$ cat config.mk
export PLATFORM = sky130hd
export DESIGN_NAME = magma_dec
export DESIGN_NICKNAME = d
export VERILOG_FILES = /design/src/rtl/magma_dec.sv
export SDC_FILE = /design/constraint.sdc
export NUM_CORES = 1
export LEC_CHECK = 0
export CELL_PAD_IN_SITES_DETAIL_PLACEMENT = 0
export CELL_PAD_IN_SITES_GLOBAL_PLACEMENT = 2
export CORE_MARGIN = 2
export CORE_UTILIZATION = 25
export CTS_CLUSTER_DIAMETER = 80
export DETAILED_ROUTE_END_ITERATION = 8
export GPL_TIMING_DRIVEN = 0
export PLACE_DENSITY = 0.76
export REMOVE_ABC_BUFFERS = 1
export SYNTH_ARGS = -nofsm -noshare
export SYNTH_HDL_FRONTEND = slang
export SYNTH_SLANG_ARGS = --single-unit
$ cat constraint.sdc
create_clock -name clk -period 8.55 [get_ports clk]
set_input_delay 1.71 -clock clk [delete_from_list [all_inputs] [get_ports clk]]
set_output_delay 1.71 -clock clk [all_outputs]
set_load 0.1 [all_outputs]
$ cat src/rtl/magma_dec.sv
// Iterative GOST R 34.12-2015 "Magma" block decryptor: one Feistel round per clock, 32 rounds per block.
// Define MAGMA_DEC_KEY_LATCH_EN to capture the key on accept; otherwise the key port must stay stable during RUN.
module magma_dec (
    input  logic         clk,
    input  logic         reset_,
    input  logic         in_valid,
    output logic         in_ready,
    input  logic [63:0]  data_in,
    input  logic [255:0] key,
    output logic         out_valid,
    input  logic         out_ready,
    output logic [63:0]  data_out
);

    // S-box pi_j lives in SBOX[64*j +: 64], entry v at nibble v.
    localparam logic [511:0] SBOX = {
        64'h2BC96AF43850DE71, 64'h73AD0B4FC19652E8,
        64'h0E34187BAC296FD5, 64'hC24BE390D618A5F7,
        64'hB9E35A076F4D128C, 64'h069C471EDAF2853B,
        64'hF0DB74E1C5A93286, 64'h1F307D8E9B5A264C
    };

    typedef enum logic [1:0] {IDLE, RUN, DONE} state_t;

    state_t       state, state_nxt;
    logic [31:0]  a1, a0;
    logic [4:0]   r;
    logic [255:0] key_use;
    logic [2:0]   slot;
    logic [31:0]  k_r;
    logic [31:0]  g_out;
    logic         accept;
    logic         last_round;

    function automatic logic [31:0] sbox_layer(input logic [31:0] x);
        logic [31:0] y;
        y = '0;
        for (int j = 0; j < 8; j++) begin
            y[4*j +: 4] = SBOX[64*j + 4*int'(x[4*j +: 4]) +: 4];
        end
        return y;
    endfunction

    function automatic logic [31:0] round_g(input logic [31:0] k, input logic [31:0] x);
        logic [31:0] s;
        s = sbox_layer(x + k);
        return {s[20:0], s[31:21]};
    endfunction

`ifdef MAGMA_DEC_KEY_LATCH_EN
    logic [255:0] key_q;

    always_ff @(posedge clk) begin
        if (accept) begin
            key_q <= key;
        end
    end

    assign key_use = key_q;
`else
    assign key_use = key;
`endif

    // Rounds 0..7 walk K1..K8 (slots 7..0); later rounds walk K8..K1 (slots 0..7).
    assign slot       = (r[4:3] == 2'b00) ? ~r[2:0] : r[2:0];
    assign k_r        = key_use[{slot, 5'd0} +: 32];
    assign g_out      = round_g(k_r, a0);
    assign accept     = in_valid && in_ready;
    assign last_round = (state == RUN) && (r == 5'd31);

    always_ff @(posedge clk or negedge reset_) begin
        if (!reset_) begin
            state     <= IDLE;
            r         <= '0;
            out_valid <= 1'b0;
            data_out  <= '0;
        end else begin
            state <= state_nxt;
            if (accept) begin
                r <= '0;
            end else if (state == RUN && !last_round) begin
                r <= r + 5'd1;
            end
            if (last_round) begin
                out_valid <= 1'b1;
                data_out  <= {g_out ^ a1, a0};
            end else if (out_valid && out_ready) begin
                out_valid <= 1'b0;
            end
        end
    end

    always_ff @(posedge clk) begin
        if (accept) begin
            a1 <= data_in[63:32];
            a0 <= data_in[31:0];
        end else if (state == RUN) begin
            a1 <= a0;
            a0 <= g_out ^ a1;
        end
    end

    always_comb begin
        state_nxt = state;
        in_ready  = 1'b0;
        case (state)
            IDLE: begin
                in_ready = 1'b1;
                if (in_valid) begin
                    state_nxt = RUN;
                end
            end
            RUN: begin
                if (r == 5'd31) begin
                    state_nxt = DONE;
                end
            end
            DONE: begin
                if (out_ready) begin
                    state_nxt = IDLE;
                end
            end
            default: state_nxt = IDLE;
        endcase
    end

endmodule
---- Word level (Yosys, flattened, before mapping) ----
Cells that the tools add are included.
cells by class
  add/subtract/negate cells ............... 9
  equal/unequal tests ..................... 6
  shift-type cells ........................ 9
  mux-type cells .......................... 14
  bitwise gates (word level) .............. 2
  reductions and logical operators ........ 11
operator list
  operator                   count
  $shiftx 512x11->4 const A  4
  $shiftx 512x10->4 const A  2
  $shiftx 512x7->4 const A   1
  $shiftx 512x9->4 const A   1
  $shiftx 256x9->32          1
  $mux 32                    4
  $add 9x6->10 const A       4
  $add 32x32->32             1
  $xor 32x32->32             1
  $add 8x6->9 const A        2
  $mux 5                     2
  $add 7x6->8 const A        1
  $mux 2                     3
  $pmux 2 s3                 1
  $reduce_bool 2->1          3
  $add 5x1->5 const B        1
  $eq 5x5->1 const B         1
  $logic_and 1x1->1          4
  $logic_not 2->1            2
  $ne 2x2->1 const B         2
  $mux 1                     3
  $mux 3                     1
  $not 3->3                  1
  $reduce_and 3->1           1
  4 further kinds            4
storage, ports and cells
  bits in registers ....................... 136
  input bits .............................. 324
  word-level logic and storage cells ...... 57

---- Logic depth before layout (Yosys ltp) ----
  word-level depth ........................ 9
  depth in mapped cells ................... 24
  mapped depth without buffers ............ 21

---- Worst setup path after synthesis ----
Ideal clock, no wire load.
  path kind ............................... input port to flip-flop
  start ................................... input key[0]
  end ..................................... register a0[8], data pin
  setup time .............................. 0.270 ns
  arrival ................................. 5.851 ns
  path slack .............................. 2.429 ns
  cell stages on the path ................. 19
  cells stage by stage .................... mux4_2 -> mux2_2 -> ha_1 -> fa_1 -> a21o_1 -> a221oi_2 -> nor2_2 -> a2111oi_4 -> nor4_1 -> or3_1 -> buf_6 -> ha_1 -> nand2_1 -> and2_1 -> o22ai_1 -> nor4_1 -> mux2_2 -> xor2_1 -> a21oi_1
on the way
  word-level cells in the longest chain between the ends .. 7
RTL lines
  item                  RTL line  RTL
  from (decl)           9         input logic [255:0] key,
  $shiftx 256x9->32     66        assign k_r = key_use[{slot, 5'd0} +: 32];
  $add 32x32->32        46        s = sbox_layer(x + k);
  $add 9x6->10          39        y[4*j +: 4] = SBOX[64*j + 4*int'(x[4*j +: 4]) +: 4];
  $shiftx 512x11->4     39
  $xor 32x32->32        99        a0 <= g_out ^ a1;
  $mux 32               97        end else if (state == RUN) begin
  $mux 32               94        if (accept) begin
  to (signal assigned)  96        a0 <= data_in[31:0];
  to (signal assigned)  99
  to (decl)             26        logic [31:0] a1, a0;
No other way between the ends. The select of a mux whose other input is x is not followed.
A chain may end at the register's enable or synchronous reset.

---- Worst setup path in the final report ----
  start ................................... register r[4]
  end ..................................... register a0[8], data pin
on the way
  word-level cells in the longest chain between the ends .. 9
RTL lines
  item                    RTL line  RTL
  from (decl)             27        logic [4:0] r;
  from (signal assigned)  82        r <= r + 5'd1;
  $logic_not 2->1         65        assign slot = (r[4:3] == 2'b00) ? ~r[2:0] : r[2:0];
  $mux 3                  65
  $shiftx 256x9->32       66
  $add 32x32->32          46
  $add 9x6->10            39
  $shiftx 512x11->4       39
  $xor 32x32->32          99
  $mux 32                 97
  $mux 32                 94
No other way between the ends. The select of a mux whose other input is x is not followed.

==> Flow_metrics.wiki <==
{| class="wikitable"
! Metric !! Value
|-
| Critical path class || flop to flop
|-
| Global-route wire length before repair || 58700 um
|-
| Post-route design area || approximately 16000 um2
|-
| Number of unique standard cell types used by synthesis || 71
|-
| Drt first-iter violations || 397
|-
| Fmax || around 0.14 GHz
|-
| Utilization after layout || 0.373
|-
| RSZ-0062 raised after global routing || no
|-
| Post-DP HPWL || 30500 um
|-
| Share of synthesized area occupied by flip-flops and latches || 0.337
|-
| Kind of start point of the critical path || flop
|-
| Overflow left after global routing || 0
|-
| Pre-CTS WS || 1.31 ns
|-
| Vias per std cell || 4.70
|-
| Number of nets still failing antenna checks after routing || 0
|-
| Iteration count of the initial detailed-routing pass || 5
|-
| Peak fanout along the critical path || 11
|-
| Max-Slew Margin vs Limit || 0.292
|-
| Slew Viols, Final || 0
|-
| Vias in the first global route || 10100
|-
| Antenna violations before repair || 6
|-
| Core region area || roughly 44000 um2
|-
| Placed Area || 15800 um2
|-
| Mean instance size in the synthesized netlist || 10.5 um2
|-
| Number of max-cap violations || 0
|-
| Top area cells in the synthesized netlist || sky130_fd_sc_hd__edfxtp_1, sky130_fd_sc_hd__dfrtp_1, sky130_fd_sc_hd__mux4_2
|-
| Netlist area before placement || 11100 um2
|-
| Worst EP required || 8.71 ns
|-
| Worst setup skew after layout || 0.0105 ns
|-
| Met3 usage in global routing || 0.0474
|-
| Layout overhead on the synthesized area || 48.3%
|-
| Least-Margin Pin Slew || 1.06 ns
|-
| Clk root buf || sky130_fd_sc_hd__clkbuf_16
|-
| Top Ports || 390
|-
| Number of failing hold endpoints at the final stage || 0
|-
| Met2 usage in global routing || 0.274
|-
| Post-synth top flop || sky130_fd_sc_hd__dfrtp_1
|-
| Clock tree from TritonCTS || built
|-
| Clock slew seen by the registers of the worst setup and hold paths || 0.06 ns
|-
| Fraction of registers with async set or reset after synthesis || 0.529
|-
| Leading cell type by number of instances after synthesis || sky130_fd_sc_hd__nand2_1
|-
| Number of buffers added by the clock tree synthesis step || 17
|-
| Vias after detailed routing || 9594
|-
| Critical Path End Type || flop
|-
| Largest buffer count on any clock path || 2
|-
| Met1 Resource Use GR || 0.216
|-
| Post-CTS Setup Bufs || 0
|-
| Later-pin clock latency in the skew report || around 0.44 ns
|-
| Top-area cell type share of the netlist area || 0.174
|-
| GRT Util Overall || 0.166
|-
| Part of the cycle the worst path needs || 0.833
|-
| Path category of the worst min-delay check || flop to flop
|-
| Input/output buffers || 389
|-
| Residual DRC count || 0
|-
| Most used routing layer in global routing || met2
|-
| WP data arrival || 7.28 ns
|-
| Synth warnings || 0
|-
| Most used standard cells in the synthesized netlist || sky130_fd_sc_hd__nand2_1, sky130_fd_sc_hd__ha_1, sky130_fd_sc_hd__o21ai_0
|-
| Flops & latches, synth || 136
|-
| Final net count || between 1500 and 2000
|-
| Outcome || finished, final reports clean
|-
| Post-route setup slack || 1.43 ns
|-
| Final setup vio count || 0
|-
| Site Rows || 77
|-
| WL final || 37500 um
|-
| Cell type contributing the most total cell area after synthesis || sky130_fd_sc_hd__edfxtp_1
|-
| Die area || 45900 um2
|-
| Proportion of layout cells with a drive suffix above 1 || 0.146
|-
| Die height || 214 um
|-
| Number of instances resized during post-cts repair || 0
|-
| Cells after synthesis || 1058
|-
| Die span in x || 214 um
|-
| Clock tree sinks || ~140
|-
| Final Wtd Congestion || 0.800
|-
| Largest net degree at the start of global routing || 67
|-
| Number of buffers inserted for hold repair after clock tree synthesis || 0
|-
| Count of flip-flops with a built-in enable after synthesis || 64
|-
| Average wire per standard cell || 18.4 um
|-
| Min cycle time layout || 7.12 ns
|-
| H-tree depth || 4
|-
| Initial Util || 0.252
|}
stage by stage:
step | setup TNS, ns | hold slack (ns) | std cells
final | 0 | 0.480 | 2043
after detailed placement | 0 | 0.470 | 2008
after CTS | 0 | 0.484 | 2040
after global routing | 0 | 0.499 | 2040
after global placement | -304.38 | 0.462 | 1989
after floorplan | -97.47 | 0.509 | 1008
registers in the layout, indices dropped and copies added, names as in the netlist:
| name | flops |
|---|---|
| a1 | 32 |
| data_out | 64 |
| a0 | 32 |
| state | 2 |
| r | 5 |
| out_valid | 1 |
kinds of logic after synthesis:
group | after synthesis | synth area share
adders and majority gates | 77 | 0.0878
DFF | 136 | 0.337
xor gates and xnor gates | 69 | 0.0587
AOI/OAI and AO/OA | 216 | 0.125
buffers and inverters | 86 | 0.0311
muxes | 165 | 0.238
and+or+nand+nor | 309 | 0.123
worst paths after layout:
path,endpoint,slack (ns),cells after the start,start
worst min register to register,data_out[55],0.48,2,data_out[55]
worst min-delay path,data_out[55],0.48,2,data_out[55]
worst max-delay path,a0[8],1.43,22,r[4]
min in group asynchronous,data_out[48],1.23,1,reset_
max in group asynchronous,r[3],6.69,2,reset_
worst max register to register,a0[8],1.43,22,r[4]
layer usage:
metal  up-vias  share of wire
met2       266           0.48
met5         -        0.00075
met3        27          0.064
li1       4671              -
met4         6          0.013
met1      4624           0.45
layout by cell type, fill, tap and decap left out, drive strengths merged, types with 6 or more instances in the layout:
master         instances
a21oi                 60
xnor2                 44
o211ai                 6
mux4                  71
nor2                  52
inv                   36
buf                   20
mux2i                 25
nand2b                 6
xor2                  25
nand3                 13
nand2                169
nor4                  12
clkbuf                24
clkdlybuf4s50        388
o21bai                 6
dfrtp                 72
mux2                  69
ha                    76
a21o                  15
a211oi                11
edfxtp                64
nor3                  18
and3                  10
o21ai                 78
area by class of cell:
type | count | area, um2
multi-input cells | 836 | 7030
well taps | 592 | 741
fillers | 4478 | 27500
diodes | 3 | 7.51
inverters | 36 | 135
repair buffers | 408 | 4200
clock buffers | 24 | 492
flip-flops and latches | 136 | 3720
clock inverters | 8 | 71.3
worst max-delay path, cell delays in order, from the launching register on:
cell and delay, ns:
sky130_fd_sc_hd__dfrtp_1 0.40, sky130_fd_sc_hd__nor2_1 0.77, sky130_fd_sc_hd__xnor2_2 0.35, sky130_fd_sc_hd__buf_8 0.26, sky130_fd_sc_hd__buf_8 0.18, sky130_fd_sc_hd__mux4_2 0.50, sky130_fd_sc_hd__mux2_2 0.28, sky130_fd_sc_hd__ha_1 0.22
sky130_fd_sc_hd__fa_1 0.47, sky130_fd_sc_hd__a21o_1 0.25, sky130_fd_sc_hd__a221oi_2 0.41, sky130_fd_sc_hd__nor2_2 0.13, sky130_fd_sc_hd__a2111oi_4 0.45, sky130_fd_sc_hd__nor4_1 0.10, sky130_fd_sc_hd__or3_1 0.50, sky130_fd_sc_hd__ha_1 0.38
sky130_fd_sc_hd__nand2_1 0.09, sky130_fd_sc_hd__and2_1 0.14, sky130_fd_sc_hd__o22ai_1 0.06, sky130_fd_sc_hd__nor4_1 0.35, sky130_fd_sc_hd__mux2_2 0.25, sky130_fd_sc_hd__xor2_1 0.20, sky130_fd_sc_hd__a21oi_1 0.09
Power is not shown: default switching activity piles up to over one toggle a cycle in this logic, so the estimate is an artifact.
